$ cat src/rtl/xcore_if_bpu_pkg.sv
// Shared fetch-side parameters and 2-bit branch counter encodings for the BPU.
package xcore_if_bpu_pkg;

  localparam int LEN   = 32;
  localparam int WIDTH = LEN;

  typedef enum logic [1:0] {
    SNT = 2'b00,
    WNT = 2'b01,
    WT  = 2'b10,
    ST  = 2'b11
  } bht_cnt_e;

  // Saturating step of a 2-bit counter toward the resolved outcome.
  function automatic bht_cnt_e cnt_step(input bht_cnt_e cnt, input logic taken);
    bht_cnt_e nxt;
    nxt = cnt;
    if (taken) begin
      if (cnt != ST) nxt = bht_cnt_e'(cnt + 2'd1);
    end else begin
      if (cnt != SNT) nxt = bht_cnt_e'(cnt - 2'd1);
    end
    return nxt;
  endfunction

endpackage

$ cat src/rtl/xcore_if_bpu_bht.sv
// Branch history table of 2-bit counters: combinational read, synchronous saturating update.
// Latency: read 0 cycles, write visible next cycle; no backpressure (always accepts).
module xcore_if_bpu_bht
  import xcore_if_bpu_pkg::*;
#(
  parameter int IDX_W = 4
) (
  input  logic             i_clk,
  input  logic             i_rst_n,
  input  logic [IDX_W-1:0] i_rd_idx,
  output bht_cnt_e         o_rd_cnt,
  input  logic             i_wr_en,
  input  logic [IDX_W-1:0] i_wr_idx,
  input  logic             i_wr_taken
);

  localparam int DEPTH = 1 << IDX_W;

  bht_cnt_e cnt_q [DEPTH];

  assign o_rd_cnt = cnt_q[i_rd_idx];

  always_ff @(posedge i_clk) begin
    if (!i_rst_n) begin
      for (int i = 0; i < DEPTH; i++) begin
        cnt_q[i] <= WNT;
      end
    end else if (i_wr_en) begin
      cnt_q[i_wr_idx] <= cnt_step(cnt_q[i_wr_idx], i_wr_taken);
    end
  end

endmodule

$ cat src/rtl/xcore_if_bpu.sv
// Fetch-stage branch predictor: BHT for branches, adder for jal, one-entry target cache for jalr.
// Latency: prediction 0 cycles, EX updates visible next cycle; no backpressure (always accepts).
module xcore_if_bpu
  import xcore_if_bpu_pkg::*;
#(
  parameter int LEN       = xcore_if_bpu_pkg::LEN,
  parameter int BHT_IDX_W = 4
) (
  input  logic           i_clk,
  input  logic           i_rst_n,
  input  logic [LEN-1:0] i_pc,
  input  logic           i_pc_instr_vld,
  input  logic           i_mdec_b,
  input  logic           i_mdec_jal,
  input  logic           i_mdec_jalr,
  input  logic [LEN-1:0] i_mdec_b_ofs,
  input  logic [LEN-1:0] i_mdec_jal_ofs,
  input  logic           i_mdec_instr_vld,
  input  logic           i_ex_upd_vld,
  input  logic [LEN-1:0] i_ex_upd_pc,
  input  logic           i_ex_upd_is_b,
  input  logic           i_ex_upd_is_jalr,
  input  logic           i_ex_upd_taken,
  input  logic [LEN-1:0] i_ex_upd_target,
  input  logic           i_ex_upd_mispred,
  output logic           o_bpu_taken,
  output logic [LEN-1:0] o_bpu_target,
  output logic           o_bpu_jalr_hit,
  output logic [15:0]    o_bpu_mispred_cnt
);

  bht_cnt_e       bht_rd_cnt;
  logic [1:0]     bht_rd_bits;
  logic           jalr_vld;
  logic [LEN-1:0] jalr_tag;
  logic [LEN-1:0] jalr_tgt;
  logic [15:0]    mispred_cnt;
  logic [LEN-1:0] b_tgt;
  logic [LEN-1:0] jal_tgt;
  logic           pred_en;

  xcore_if_bpu_bht #(
    .IDX_W (BHT_IDX_W)
  ) u_bht (
    .i_clk      (i_clk),
    .i_rst_n    (i_rst_n),
    .i_rd_idx   (i_pc[BHT_IDX_W+1:2]),
    .o_rd_cnt   (bht_rd_cnt),
    .i_wr_en    (i_ex_upd_vld & i_ex_upd_is_b),
    .i_wr_idx   (i_ex_upd_pc[BHT_IDX_W+1:2]),
    .i_wr_taken (i_ex_upd_taken)
  );

  assign bht_rd_bits = bht_rd_cnt;
  assign b_tgt       = i_pc + i_mdec_b_ofs;
  assign jal_tgt     = i_pc + i_mdec_jal_ofs;
  assign pred_en     = i_rst_n & i_pc_instr_vld & i_mdec_instr_vld;

  // Prediction reads only registered state, so a same-cycle update never bypasses.
  always_comb begin
    o_bpu_taken    = 1'b0;
    o_bpu_target   = '0;
    o_bpu_jalr_hit = 1'b0;
    if (pred_en) begin
      if (i_mdec_b) begin
        o_bpu_taken  = bht_rd_bits[1];
        o_bpu_target = b_tgt;
      end else if (i_mdec_jal) begin
        o_bpu_taken  = 1'b1;
        o_bpu_target = jal_tgt;
      end else if (i_mdec_jalr && jalr_vld && (jalr_tag == i_pc)) begin
        o_bpu_taken    = 1'b1;
        o_bpu_target   = jalr_tgt;
        o_bpu_jalr_hit = 1'b1;
      end
    end
  end

  always_ff @(posedge i_clk) begin
    if (!i_rst_n) begin
      jalr_vld    <= 1'b0;
      jalr_tag    <= '0;
      jalr_tgt    <= '0;
      mispred_cnt <= '0;
    end else if (i_ex_upd_vld) begin
      if (i_ex_upd_is_jalr) begin
        jalr_vld <= 1'b1;
        jalr_tag <= i_ex_upd_pc;
        jalr_tgt <= i_ex_upd_target;
      end
      if (i_ex_upd_mispred && (mispred_cnt != 16'hFFFF)) begin
        mispred_cnt <= mispred_cnt + 16'd1;
      end
    end
  end

  assign o_bpu_mispred_cnt = mispred_cnt;

endmodule

$ cat config.mk
export PLATFORM = sky130hd
export DESIGN_NAME = xcore_if_bpu
export DESIGN_NICKNAME = d
export VERILOG_FILES = /design/src/rtl/xcore_if_bpu_pkg.sv /design/src/rtl/xcore_if_bpu_bht.sv /design/src/rtl/xcore_if_bpu.sv
export SDC_FILE = /design/constraint.sdc
export NUM_CORES = 1
export LEC_CHECK = 0
export CORE_ASPECT_RATIO = 0.75
export CORE_MARGIN = 5
export CORE_UTILIZATION = 45
export DETAILED_ROUTE_END_ITERATION = 6
export GPL_ROUTABILITY_DRIVEN = 0
export PLACE_DENSITY = 0.72
export SYNTH_ARGS = -nofsm -noshare
export SYNTH_HDL_FRONTEND = slang
export SYNTH_SLANG_ARGS = --single-unit
export TNS_END_PERCENT = 20
$ cat constraint.sdc
create_clock -name i_clk -period 7 [get_ports i_clk]
set_input_delay 2.1 -clock i_clk [delete_from_list [all_inputs] [get_ports i_clk]]
set_output_delay 2.1 -clock i_clk [all_outputs]
set_load 0.005 [all_outputs]
# Word level (Yosys, flattened, before mapping)
# Memory sizes are Yosys's and may differ from the RTL's.
# Cells that the tools add are included.
# totals
inputBits	172
word_cells	46
memories	1
out_inout_bits	50
ff_bits	81
ramBits	32
# op_classes
n_mux	23
n_reduce_logical	7
bitwise	3
eq_ne	3
add_sub_neg	5
# memory_table
name	depth	word_bits	rd	rd_ports_with_merged_regs	wr	line	text
u_bht.cnt_q	16	2	2	0	16	xcore_if_bpu_bht.sv:19	bht_cnt_e cnt_q [DEPTH];
# op_table
op	n
two-way mux 32 bit	4
adder 32 bit	2
equality test 32 bit	1
adder 16 x 1 -> 16 bit (second input constant)	1
!= test 16 bit (second input constant)	1
two-way mux 1 bit	12
two-way mux 2 bit	6
two-way mux 4 bit	1
AND reduction 2 bit	2
AND 1 bit	3
logical AND 1 bit	3
adder 2 x 1 -> 2 bit (second input constant)	1
!= test 2 bit (second input constant)	1
nonzero test 2 bit	1
OR reduction 2 bit	1
subtractor 2 x 1 -> 2 bit (second input constant)	1

# Depth between registers and ports, before layout
# Gate-level depths: netlist of run 1.
# An unclocked memory read counts as a cell.
# depth
depth_word	7
mapped_depth	12
mapped_depth_nobuf	12

# Cells and area by module
# Synthesis of run 1 repeated with hierarchy kept, for this count alone.
# unflattened
cells_unflattened	1248
hier_area_um2	9909.5
# modules_own_cells
mod	seq_area_each_um2	area_per_inst_um2	instances	cells_each
xcore_if_bpu	1621.6	8061.5	1	1097
xcore_if_bpu_bht	960.9	1848.0	1	151

# Worst setup path after synthesis of run 1
# Ideal clock, no wire load.
# synth_timing
kind	in2out
from	in i_pc[0]
to	out o_bpu_target[30]
n_path_buf	0
setup_slack_ns	0.463
cell_stages	12
arrival_ns	4.437
required_time_ns	4.900
path_cell_list	ha_1 -> inv_1 -> fa_1 -> nor2b_1 -> o2111ai_1 -> and4b_1 -> or2_2 -> o311ai_1 -> a31oi_1 -> o21ai_0 -> mux2i_1 -> o31ai_1
# synth_between
elab_chain_len	6
word_cells_on_any_way	8
classes_between	add/sub (2); eq/ne (1); mux (4); reduce/logical (1)
# synth_lines
item	line	text
start: declaration	xcore_if_bpu.sv:11	input logic [LEN-1:0] i_pc,
parallel branches: the longest is 4 deep, another holds adder 32 bit	n/a	
two-way mux 32 bit (*)	xcore_if_bpu.sv:65	if (i_mdec_b) begin
two-way mux 32 bit (*)	xcore_if_bpu.sv:64	if (pred_en) begin
end: declaration	xcore_if_bpu.sv:27	output logic [LEN-1:0] o_bpu_target,
# Every way passes the cells marked *.

# Worst setup path after layout of run 1
# layout_timing
from	in i_pc[14]
to	out o_bpu_target[2]
# layout_between
elab_chain_len	6
# layout_lines
item	line	text
equality test 32 bit	xcore_if_bpu.sv:71	end else if (i_mdec_jalr && jalr_vld && (jalr_tag == i_pc)) begin
logical AND 1 bit	xcore_if_bpu.sv:71	
two-way mux 32 bit	xcore_if_bpu.sv:71	
two-way mux 32 bit	xcore_if_bpu.sv:68	end else if (i_mdec_jal) begin
two-way mux 32 bit	xcore_if_bpu.sv:65	
two-way mux 32 bit	xcore_if_bpu.sv:64	
# No other way between the ends.

==> key figures, run 1 <==
Synth
  – Register area share after synthesis: 0.278
  – Mapped Area: 9290 sq um
  – Simple-gate portion of the synthesized area: 0.216
  – EDFF count, synth: 32
  – Synthesized flop and latch total: 113
  – Post-Syn Instances: 1,139
  – Library cells used by synthesis: 80
  – Largest family of logic cells by synthesized area: compound AO/OA/AOI/OAI gates
  – Warnings, synthesis: 0
  – Synth Area in Compound Gates: 0.248
  – Net count of the mapped netlist: 1,376
  – Adder-cell share of the synthesized area: 0.0913
  – Top cell type's share of synthesized area: 0.174
  – Async set or reset register ratio after synthesis: 0
  – Yosys top cell by area: dfxtp_1
  – Mux share of post-synthesis cell area: 0.0416
  – Average cell area after synthesis: 8.16 sq um
  – Commonest cells in the netlist: 213 x nand2_1, 81 x dfxtp_1, 68 x a21oi_1
  – Top_reg_cell synth: dfxtp_1
  – Post-Synth XOR/XNOR Area: 0.0858
  – Cell with the most instances after synthesis: nand2_1
  – Area contributors post-synth: dfxtp_1 17%, edfxtp_1 10%, nand2_1 8.6%

Critical path
  – CP Capture Type: output port
  – Crit path launch type: input pin
  – Slowest stage delay, CP: 0.53 ns
  – Setup CP Type: in2out
  – CP max FO: 3
  – Critical path, cell by cell: dlygate4sd2_1, buf_4, xnor2_2, buf_4, nand4_1, or4_1, nor4_4, buf_4, nand3b_1, a21oi_2, a21oi_1, nor2_1, clkdlybuf4s50_1
  – Most used cell, CP: buf_4
  – Critical Path AT: 4.98 ns
  – Worst EP required: 4.90 ns
  – Slowest-stage cell, CP: clkdlybuf4s50_1

Cells and area
  – Reg area: 2580 sq um
  – Filler instances: 1,489
  – Share of cells above drive strength 1: 0.280
  – Nets: 1,785
  – Area growth from synthesis to layout: 57.9%
  – Non-filler cells, final: 1,819
  – Multi-input gate area: 7180 sq um
  – Design Area, Final: 14,700 sq um
  – Diode count: 0

STA
  – Final Hold Viols: 0
  – Final WS setup: -0.0781 ns
  – Fmax achieved: 141 MHz
  – Max-slew violations: 0
  – Worst Tran Pin Value: 0.965 ns
  – Setup Skew: 0.00941 ns
  – Period utilisation layout: 1.01
  – Fin Setup TNS: -0.0781 ns
  – Slew headroom: 0.357
  – RSZ-0062 raised after global routing: yes
  – Setup violations, final: 1
  – Tmin final: 7.08 ns

Die
  – Core area: 20,300 sq um
  – Die X: 176 um
  – Die Y: 134 um
  – Floorplan row count: 45
  – Die ar.: 23,700 sq um
  – I/O pin count: 222
  – Starting Density: 0.459

Drt
  – Iteration-0 DRC count of the detailed router: 1,278
  – WL/cell: 20.5 um
  – DRC viols: 0
  – Final WL: 37,300 um
  – Vias: 10,745
  – DR vias/cell: 5.91
  – Drt pass-1 iters: 5
  – Post-DRT Antenna Nets: 0

Pwr
  – Net switching power: 756 uW
  – Clk network pwr share: 0.354
  – Power share of the sequential group: 0.292
  – Combinational Power Share: 0.354
  – Leakage power: 0.00621 uW
  – Worst vdd ir: 0.132 mV
  – PnR Total Power: 2430 uW
  – Sw Share: 0.311
  – Power Internal: 1670 uW
  – Pwr Density: 166 nW/um^2

CTS
  – Clock Path Buffers: 2
  – CTS tree: yes
  – CTS clk-pin slew, worst paths: 0.06 ns
  – Clock root cell: clkbuf_16
  – Clk_lat worst skew: 0.42 ns
  – H-tree levels: 4
  – Inserted Clock Buffers: 17
  – Clock sink count: 113

GRT
  – Initial antenna violation count: 1
  – First-pass GRT wire length: 55,100 um
  – Vias in the first global route: 10,478
  – Global route total overflow: 0
  – Largest net degree at the start of global routing: 83
  – Tot GR Track Use: 0.294

Placement
  – Input/output buffers: 221
  – Post-place instance area: 13,100 sq um
  – DP Worst Slack: -1.05 ns
  – Placed cell count: 1,760
  – Placed wire-length estimate: 27,000 um

Worst hold path
  – Worst Hold Class: reg2reg

Status
  – Violated checks: setup timing
  – Status: finished, violations left

Run
  – Maximum capacitance violations: 0
layer usage:
| metal | GRT usage | routed length [um] |
|---|---|---|
| met2 | 0.445 | 16000 |
| met5 | 0 | 13 |
| met3 | 0.0756 | 4040 |
| met1 | 0.404 | 15700 |
| met4 | 0.117 | 1530 |
power by group through the flow:
stage,registers [uW],clock network [uW],logic [uW]
3_3_place_gp,721,0,722
3_5_place_dp,722,0,733
2_1_floorplan,718,0,377
5_1_grt,712,899,910
6_report,710,860,859
4_1_cts,709,865,787
cell type report:
type	count	area share
clock buffer	24	0.0321
clock inverter	8	0.00716
inverter	18	0.00460
multi-input combinational	940	0.489
sequential	113	0.176
tap	258	0.0220
timing repair buffer	458	0.269
state kept, by name, indices dropped and copies added (netlist names):
name	cells
jalr_vld	1
jalr_tag	32
u_bht.cnt_q	32
o_bpu_mispred_cnt	16
jalr_tgt	32
final timing paths:
check / cells after the start / from / slack [ns] / to
setup / recovery: 13 / i_pc[14] / -0.08 / o_bpu_target[2]
hold / removal: 2 / jalr_tag[3]$_SDFFE_PN0P_ / 0.47 / jalr_tag[3]$_SDFFE_PN0P_
setup reg to reg: 5 / u_bht.cnt_q[2][1]$_SDFFCE_PN0P_ / 4.48 / u_bht.cnt_q[1][0]$_SDFFCE_PN1P_
hold reg to reg: 2 / jalr_tag[3]$_SDFFE_PN0P_ / 0.47 / jalr_tag[3]$_SDFFE_PN0P_
worst max-delay path, delay by kind of cell:
kind                      cells  cell delay, ns
and+or+nand+nor               5            1.07
AOI/OAI and AO/OA             2            0.23
buffers and inverters         5            1.46
xor gates and xnor gates      1            0.12
repair_timing:
| action | CTS | global route |
|---|---|---|
| endpoints found under the setup margin | 34 | 32 |
| hold buffers | 0 | 0 |
| pin swaps | 57 | 36 |
| gates resized for setup | 188 | 105 |
| cloned | 0 | 0 |
| buffers inserted | 14 | 13 |
placed cells by master, fill, tap and decap left out, types with 13 or more instances in the layout:
cell type / instances
a211oi_1: 16
a211oi_2: 18
a21boi_0: 66
a21o_1: 42
a21oi_1: 53
a21oi_2: 14
a221oi_1: 17
and2_1: 16
buf_2: 15
buf_4: 229
clkbuf_16: 17
clkdlybuf4s50_1: 149
dfxtp_1: 81
dlygate4sd2_1: 24
dlymetal6s2s_1: 21
edfxtp_1: 32
ha_1: 41
ha_4: 20
inv_1: 13
mux4_2: 14
nand2_1: 210
nand3_1: 40
nand4_1: 20
nor2_1: 55
o21ai_0: 18
xnor2_1: 48
xor2_1: 36
stage by stage:
stage / utilization / hold WS (ns)
finish: 0.724 / 0.465
floorplan: - / 0.439
global placement: 0.646 / 0.452
CTS: 0.701 / 0.470
detailed placement: 0.646 / 0.462
global route: 0.724 / 0.494
cell families (layout without fill, tap and decap cells):
kind of cell	Yosys count	count (layout)
XOR/XNOR	91	91
buffers and inverters	86	508
adder cells (fa/ha/maj)	67	67
flip-flops	113	113
AO/OA/AOI/OAI	334	334
AND/OR/NAND/NOR	427	427
multiplexers	21	21
Power figures use the tool's default switching activity.
==> run 2, diff against run 1 <==
SETUP_SLACK_MARGIN = 0.4   (was unset)
==> key figures, run 2 (synthesized netlist as in run 1, its figures left out) <==
Status
  – Status: finished, final reports clean

GRT
  – Global route total overflow: 0 (unchanged)
  – Largest net degree at the start of global routing: 83 (unchanged)
  – Initial antenna violation count: 1 (unchanged)
  – Vias in the first global route: 10,918 (+4.2%)
  – First-pass GRT wire length: 57,800 um (+4.9%)
  – Gr busiest metal: met2
  – Met2 Usage GRT: 0.478 (+0.0332)
  – Tot GR Track Use: 0.308 (+0.0138)
  – M1 GR Usage: 0.419 (+0.0150)
  – Met3 GRT Util: 0.0686 (-0.00700)

Cells and area
  – Commonest non-fill, non-tap cell in the layout: buf_4
  – Nets: 1,806 (+1.2%)
  – Filler instances: 1,361 (-8.6%)
  – Finished Core Util: 0.747 (+0.0233)
  – Share of cells above drive strength 1: 0.337 (+0.0570)
  – Diode count: 0 (unchanged)
  – Most frequent cells in the layout: 241 x buf_4, 208 x nand2_1, 123 x clkdlybuf4s50_1, 81 x dfxtp_1, 67 x a21boi_0
  – Top flop regs: jalr_tag (32), jalr_tgt (32), u_bht.cnt_q (32)
  – Reg area: 2580 sq um (unchanged)
  – Multi-input gate area: 7560 sq um (+5.3%)
  – Area growth from synthesis to layout: 63.0%

STA
  – Setup violations, final: 0 (-1)
  – Max-slew violations: 0 (unchanged)
  – Period utilisation layout: 0.986 (-0.0256)
  – Slew headroom: 0.382 (+0.0256)
  – Final Hold Viols: 0 (unchanged)
  – Setup Skew: 0.00975 ns (+0.000333 ns)
  – Worst Tran Pin Value: 0.927 ns (-0.0385 ns)
  – Hold Slack: 0.466 ns (+0.000518 ns)
  – RSZ-0062 raised after global routing: yes
  – Fmax achieved: 145 MHz (+2.6%)
  – Tmin final: 6.90 ns (-0.179 ns)

Drt
  – Iteration-0 DRC count of the detailed router: 1,363 (+6.7%)
  – Post-DRT Antenna Nets: 0 (unchanged)
  – DR vias/cell: 6.07 (+2.8%)
  – Final WL: 40,300 um (+8.2%)
  – Drt pass-1 iters: 6 (+1)
  – Vias: 11,175 (+4.0%)
  – WL/cell: 21.9 um (+7.0%)
  – DRC viols: 0 (unchanged)

Die
  – Die Y: 134 um (unchanged)
  – Core area: 20,300 sq um (unchanged)
  – Starting Density: 0.459 (unchanged)
  – Die ar.: 23,700 sq um (unchanged)
  – I/O pin count: 222 (unchanged)
  – Floorplan row count: 45 (unchanged)
  – Die X: 176 um (unchanged)

CTS
  – Cts hold-fix bufs: 0 (unchanged)
  – Inserted Clock Buffers: 17 (unchanged)
  – Clock sink count: 113 (unchanged)
  – Clock root cell: clkbuf_16
  – Clk_lat worst skew: 0.42 ns (about the same)
  – Clock Path Buffers: 2 (unchanged)
  – CTS clk-pin slew, worst paths: 0.05 ns (about the same)
  – H-tree levels: 4 (unchanged)
  – CTS tree: yes

Critical path
  – Critical Path AT: 4.80 ns (-0.18 ns)
  – Worst EP required: 4.90 ns (about the same)
  – CP Capture Type: output port
  – Setup CP Type: in2out
  – Crit path launch type: input pin
  – CP max FO: 3 (unchanged)

Placement
  – Input/output buffers: 221 (unchanged)
  – Placed wire-length estimate: 27,000 um (unchanged)

Pwr
  – Worst vdd ir: 0.137 mV (+4.1%)
  – Leakage power: 0.00633 uW (+1.9%)
  – Pwr Density: 166 nW/um^2 (about the same)

Run
  – Maximum capacitance violations: 0 (unchanged)

Worst hold path
  – Worst Hold Class: reg2reg
run 2: cell count changes in the layout (fill, tap and decap cells not counted), sizes merged:
cell,delta
dlygate4sd2,+1
clkbuf,+14
clkdlybuf4s15,+3
clkdlybuf4s50,-26
dlymetal6s2s,-7
buf,+36
run 2: layer usage:
metal	share of wire	wire length, um
met2	0.44	17800
met1	0.40	16200
met5	0.00032	13
met4	0.050	2020
met3	0.11	4260
run 2: repair_timing:
| action | in CTS | in global routing |
|---|---|---|
| endpoints found under the setup margin | 34 | 34 |
| buffers inserted | 26 | 22 |
| pin swaps | 94 | 78 |
| gates resized for setup | 318 | 161 |
run 2: power breakdown:
group / internal (uW) / leakage, uW / switching (uW) / total [uW]
Clock: 544 / 0.000279 / 321 / 865
Sequential: 695 / 0.000942 / 15.9 / 711
Combinational: 465 / 0.00511 / 466 / 931
Total: 1700 / 0.00633 / 803 / 2510
run 2: worst paths after layout:
| kind | start | to | slack, ns | cells past startpoint |
|---|---|---|---|---|
| setup / recovery | i_pc[1] | o_bpu_target[19] | 0.10 | 15 |
| hold / removal | jalr_tag[3]$_SDFFE_PN0P_ | jalr_tag[3]$_SDFFE_PN0P_ | 0.47 | 2 |
| setup reg to reg | u_bht.cnt_q[3][1]$_SDFFCE_PN0P_ | u_bht.cnt_q[1][0]$_SDFFCE_PN1P_ | 4.49 | 5 |
| hold reg to reg | jalr_tag[3]$_SDFFE_PN0P_ | jalr_tag[3]$_SDFFE_PN0P_ | 0.47 | 2 |
run 2: layout make-up:
type | instances | area share
Multi-Input combinational cell | 940 | 0.499
Timing Repair Buffer | 479 | 0.266
Clock buffer | 24 | 0.0311
Clock inverter | 8 | 0.00694
Sequential cell | 113 | 0.171
Inverter | 18 | 0.00446
Tap cell | 258 | 0.0213
run 2: metrics by stage:
| step | cell area, sq um | worst slack (ns) | TNS (ns) | total power (uW) | std cells |
|---|---|---|---|---|---|
| 2_1_floorplan | 9290 | 0.463 | 0 | 1090 | 1139 |
| 3_3_place_gp | 13100 | -1.01 | -18.77 | 1440 | 1760 |
| 3_5_place_dp | 13100 | -1.05 | -19.39 | 1460 | 1760 |
| 4_1_cts | 14700 | 0.180 | 0 | 2400 | 1818 |
| 5_1_grt | 15100 | 0.00688 | 0 | 2590 | 1840 |
| 6_report | 15100 | 0.101 | 0 | 2510 | 1840 |
run 2: critical path, stage by stage:
cell and delay, ns:
buf_6 0.10, buf_6 0.12, ha_4 0.25, a211oi_4 0.30
o21a_1 0.23, buf_4 0.14, o21bai_1 0.13, a211o_1 0.32
a21oi_2 0.21, buf_4 0.15, o31ai_1 0.07, mux2i_1 0.15
a21oi_1 0.09, a211oi_2 0.27, buf_2 0.17
==> run 3, diff against run 2 <==
PLACE_DENSITY = 0.73   (was 0.72)
==> key figures, run 3 (synthesized netlist as in run 1, its figures left out) <==
CTS
  – Inserted Clock Buffers: 17 (unchanged)
  – Clk_lat worst skew: 0.43 ns (about the same)
  – H-tree levels: 4 (unchanged)
  – Clock Path Buffers: 2 (unchanged)
  – CTS clk-pin slew, worst paths: 0.06 ns (about the same)
  – Clock sink count: 113 (unchanged)
  – CTS tree: yes
  – Clock root cell: clkbuf_16

Drt
  – DR vias/cell: 6.14 (+1.1%)
  – Final WL: 40,100 um (-0.62%)
  – WL/cell: 21.8 um (-0.40%)
  – Drt pass-1 iters: 7 (+1)
  – Post-DRT Antenna Nets: 0 (unchanged)
  – Iteration-0 DRC count of the detailed router: 1,392 (+2.1%)
  – Vias: 11,270 (+0.85%)
  – DRC viols: 3 (+3)

Cells and area
  – Commonest non-fill, non-tap cell in the layout: buf_4
  – Non-filler cells, final: 1,836 (-0.22%)
  – Area growth from synthesis to layout: 61.8%
  – Top flop regs: jalr_tag (32), jalr_tgt (32), u_bht.cnt_q (32)
  – Share of cells above drive strength 1: 0.326 (-0.0112)
  – Diode count: 0 (unchanged)
  – Most frequent cells in the layout: 230 x buf_4, 207 x nand2_1, 123 x clkdlybuf4s50_1, 81 x dfxtp_1, 67 x a21boi_0
  – Finished Core Util: 0.742 (-0.00549)
  – Filler instances: 1,394 (+2.4%)
  – Nets: 1,802 (-0.22%)

Critical path
  – CP top delay family: compound AO/OA/AOI/OAI gates
  – Setup CP Type: in2out
  – CP bufs+invs: 2 (-3)
  – Crit path launch type: input pin
  – CP max FO: 4 (+1)
  – Slowest stage delay, CP: 0.45 ns (+0.13 ns)
  – Most used cell, CP: a211oi_2
  – Critical Path AT: 4.80 ns (about the same)
  – Worst EP required: 4.90 ns (about the same)
  – CP Capture Type: output port
  – Critical path, cell by cell: clkdlybuf4s50_1, ha_1, nand2b_1, o22ai_2, nor4_4, o41ai_4, a211oi_2, a211oi_2, xor2_1, a211oi_2, buf_2
  – Slowest-stage cell, CP: o41ai_4

GRT
  – M1 GR Usage: 0.421 (+0.00238)
  – Global route total overflow: 0 (unchanged)
  – Gr busiest metal: met2
  – Largest net degree at the start of global routing: 93 (+12%)
  – Met3 GRT Util: 0.0789 (+0.0104)
  – Initial antenna violation count: 0 (-1)
  – Met2 Usage GRT: 0.507 (+0.0291)
  – First-pass GRT wire length: 59,600 um (+3.2%)
  – Tot GR Track Use: 0.319 (+0.0113)
  – Vias in the first global route: 11,104 (+1.7%)

Die
  – Starting Density: 0.459 (unchanged)
  – Die ar.: 23,700 sq um (unchanged)
  – Die Y: 134 um (unchanged)
  – Floorplan row count: 45 (unchanged)
  – I/O pin count: 222 (unchanged)
  – Die X: 176 um (unchanged)
  – Core area: 20,300 sq um (unchanged)

Pwr
  – Power Internal: 1710 uW (+0.49%)
  – Net switching power: 811 uW (+0.98%)
  – Leakage power: 0.00623 uW (-1.6%)
  – Clk network pwr share: 0.360 (+0.015)
  – Power share of the sequential group: 0.282 (about the same)
  – Sw Share: 0.321 (+0.00106)
  – Pwr Density: 168 nW/um^2 (+1.4%)
  – Combinational Power Share: 0.358 (-0.013)
  – Worst vdd ir: 0.149 mV (+8.9%)

STA
  – Hold Slack: 0.466 ns (-0.00000100 ns)
  – Setup Skew: 0.00732 ns (-0.00243 ns)
  – Final Hold Viols: 0 (unchanged)
  – Slew headroom: 0.353 (-0.0292)
  – Final WS setup: 0.104 ns (+0.00275 ns)
  – Fin Setup TNS: 0 ns (unchanged)
  – Fmax achieved: 145 MHz (about the same)
  – Max-slew violations: 0 (unchanged)
  – Worst Tran Pin Value: 0.970 ns (+0.0438 ns)
  – Tmin final: 6.90 ns (-0.00275 ns)
  – Setup violations, final: 0 (unchanged)
  – Period utilisation layout: 0.985 (about the same)
  – RSZ-0062 raised after global routing: yes

Status
  – Violated checks: DRC
  – Status: finished, violations left

Placement
  – Input/output buffers: 221 (unchanged)
  – DP Worst Slack: -0.961 ns (+0.0860 ns)
  – Placed wire-length estimate: 27,000 um (+0.12%)
  – Placed cell count: 1,757 (-0.17%)

Worst hold path
  – Worst Hold Class: reg2reg

Run
  – Maximum capacitance violations: 0 (unchanged)
[run 3: cell count changes in the layout (fill, tap and decap cells not counted), moves of 5 or more]
cell,before,now
buf_4,241,230
buf_2,22,32
xnor2_1,48,41
dlygate4sd2_1,25,47
xnor2_2,6,12
a211oi_1,11,17
ha_1,27,32
ha_4,34,27
dlymetal6s2s_1,14,0
clkbuf_2,22,4
[run 3: metal layers]
layer,wire length (um),vias up
met2,17800,781
met4,1820,0
met5,0,-
met1,16000,5310
met3,4450,177
li1,-,5002
[run 3: path summary, 6_finish.rpt]
check	from	end	slack, ns	cells after the start
min	jalr_tag[23]$_SDFFE_PN0P_	jalr_tag[23]$_SDFFE_PN0P_	0.47	2
max reg2reg	u_bht.cnt_q[3][1]$_SDFFCE_PN0P_	u_bht.cnt_q[8][0]$_SDFFCE_PN1P_	4.45	5
min reg2reg	jalr_tag[23]$_SDFFE_PN0P_	jalr_tag[23]$_SDFFE_PN0P_	0.47	2
max	i_mdec_b_ofs[9]	o_bpu_target[28]	0.10	11
[run 3: power groups by stage]
| stage | Clock (uW) | Combinational (uW) | Sequential (uW) |
|---|---|---|---|
| floorplan | 0 | 377 | 718 |
| global placement | 0 | 719 | 721 |
| detailed placement | 0 | 730 | 723 |
| CTS | 901 | 841 | 710 |
| global route | 937 | 950 | 713 |
| finish | 908 | 904 | 711 |
[run 3: worst min-delay path, cell delays in order (launching register included)]
cell and delay, ns:
dfxtp_1 0.31, nand2_1 0.04, a21boi_0 0.06
[run 3: stage by stage]
step                      area [sq um]  power (uW)
after CTS                        14900        2450
final                            15000        2520
after detailed placement         13100        1450
after global routing             15000        2600
after global placement           13100        1440
after floorplan                   9290        1090
[run 3: repair_timing]
item | in CTS | in global routing
cloned | 0 | 0
buffers inserted | 41 | 6
resized for setup | 403 | 41
hold buffers | 0 | 0
setup endpoints to repair | 34 | 34
pin swaps | 116 | 22
[run 3: area by class of cell]
type                       instances  area [sq um]  share of cell area
clock buffer                      21           482              0.0320
clock inverter                    11           125             0.00832
inverter                          18          67.6             0.00449
multi-input combinational        940          7450               0.495
sequential                       113          2580               0.172
tap                              258           323              0.0215
timing repair buffer             475          4010               0.266
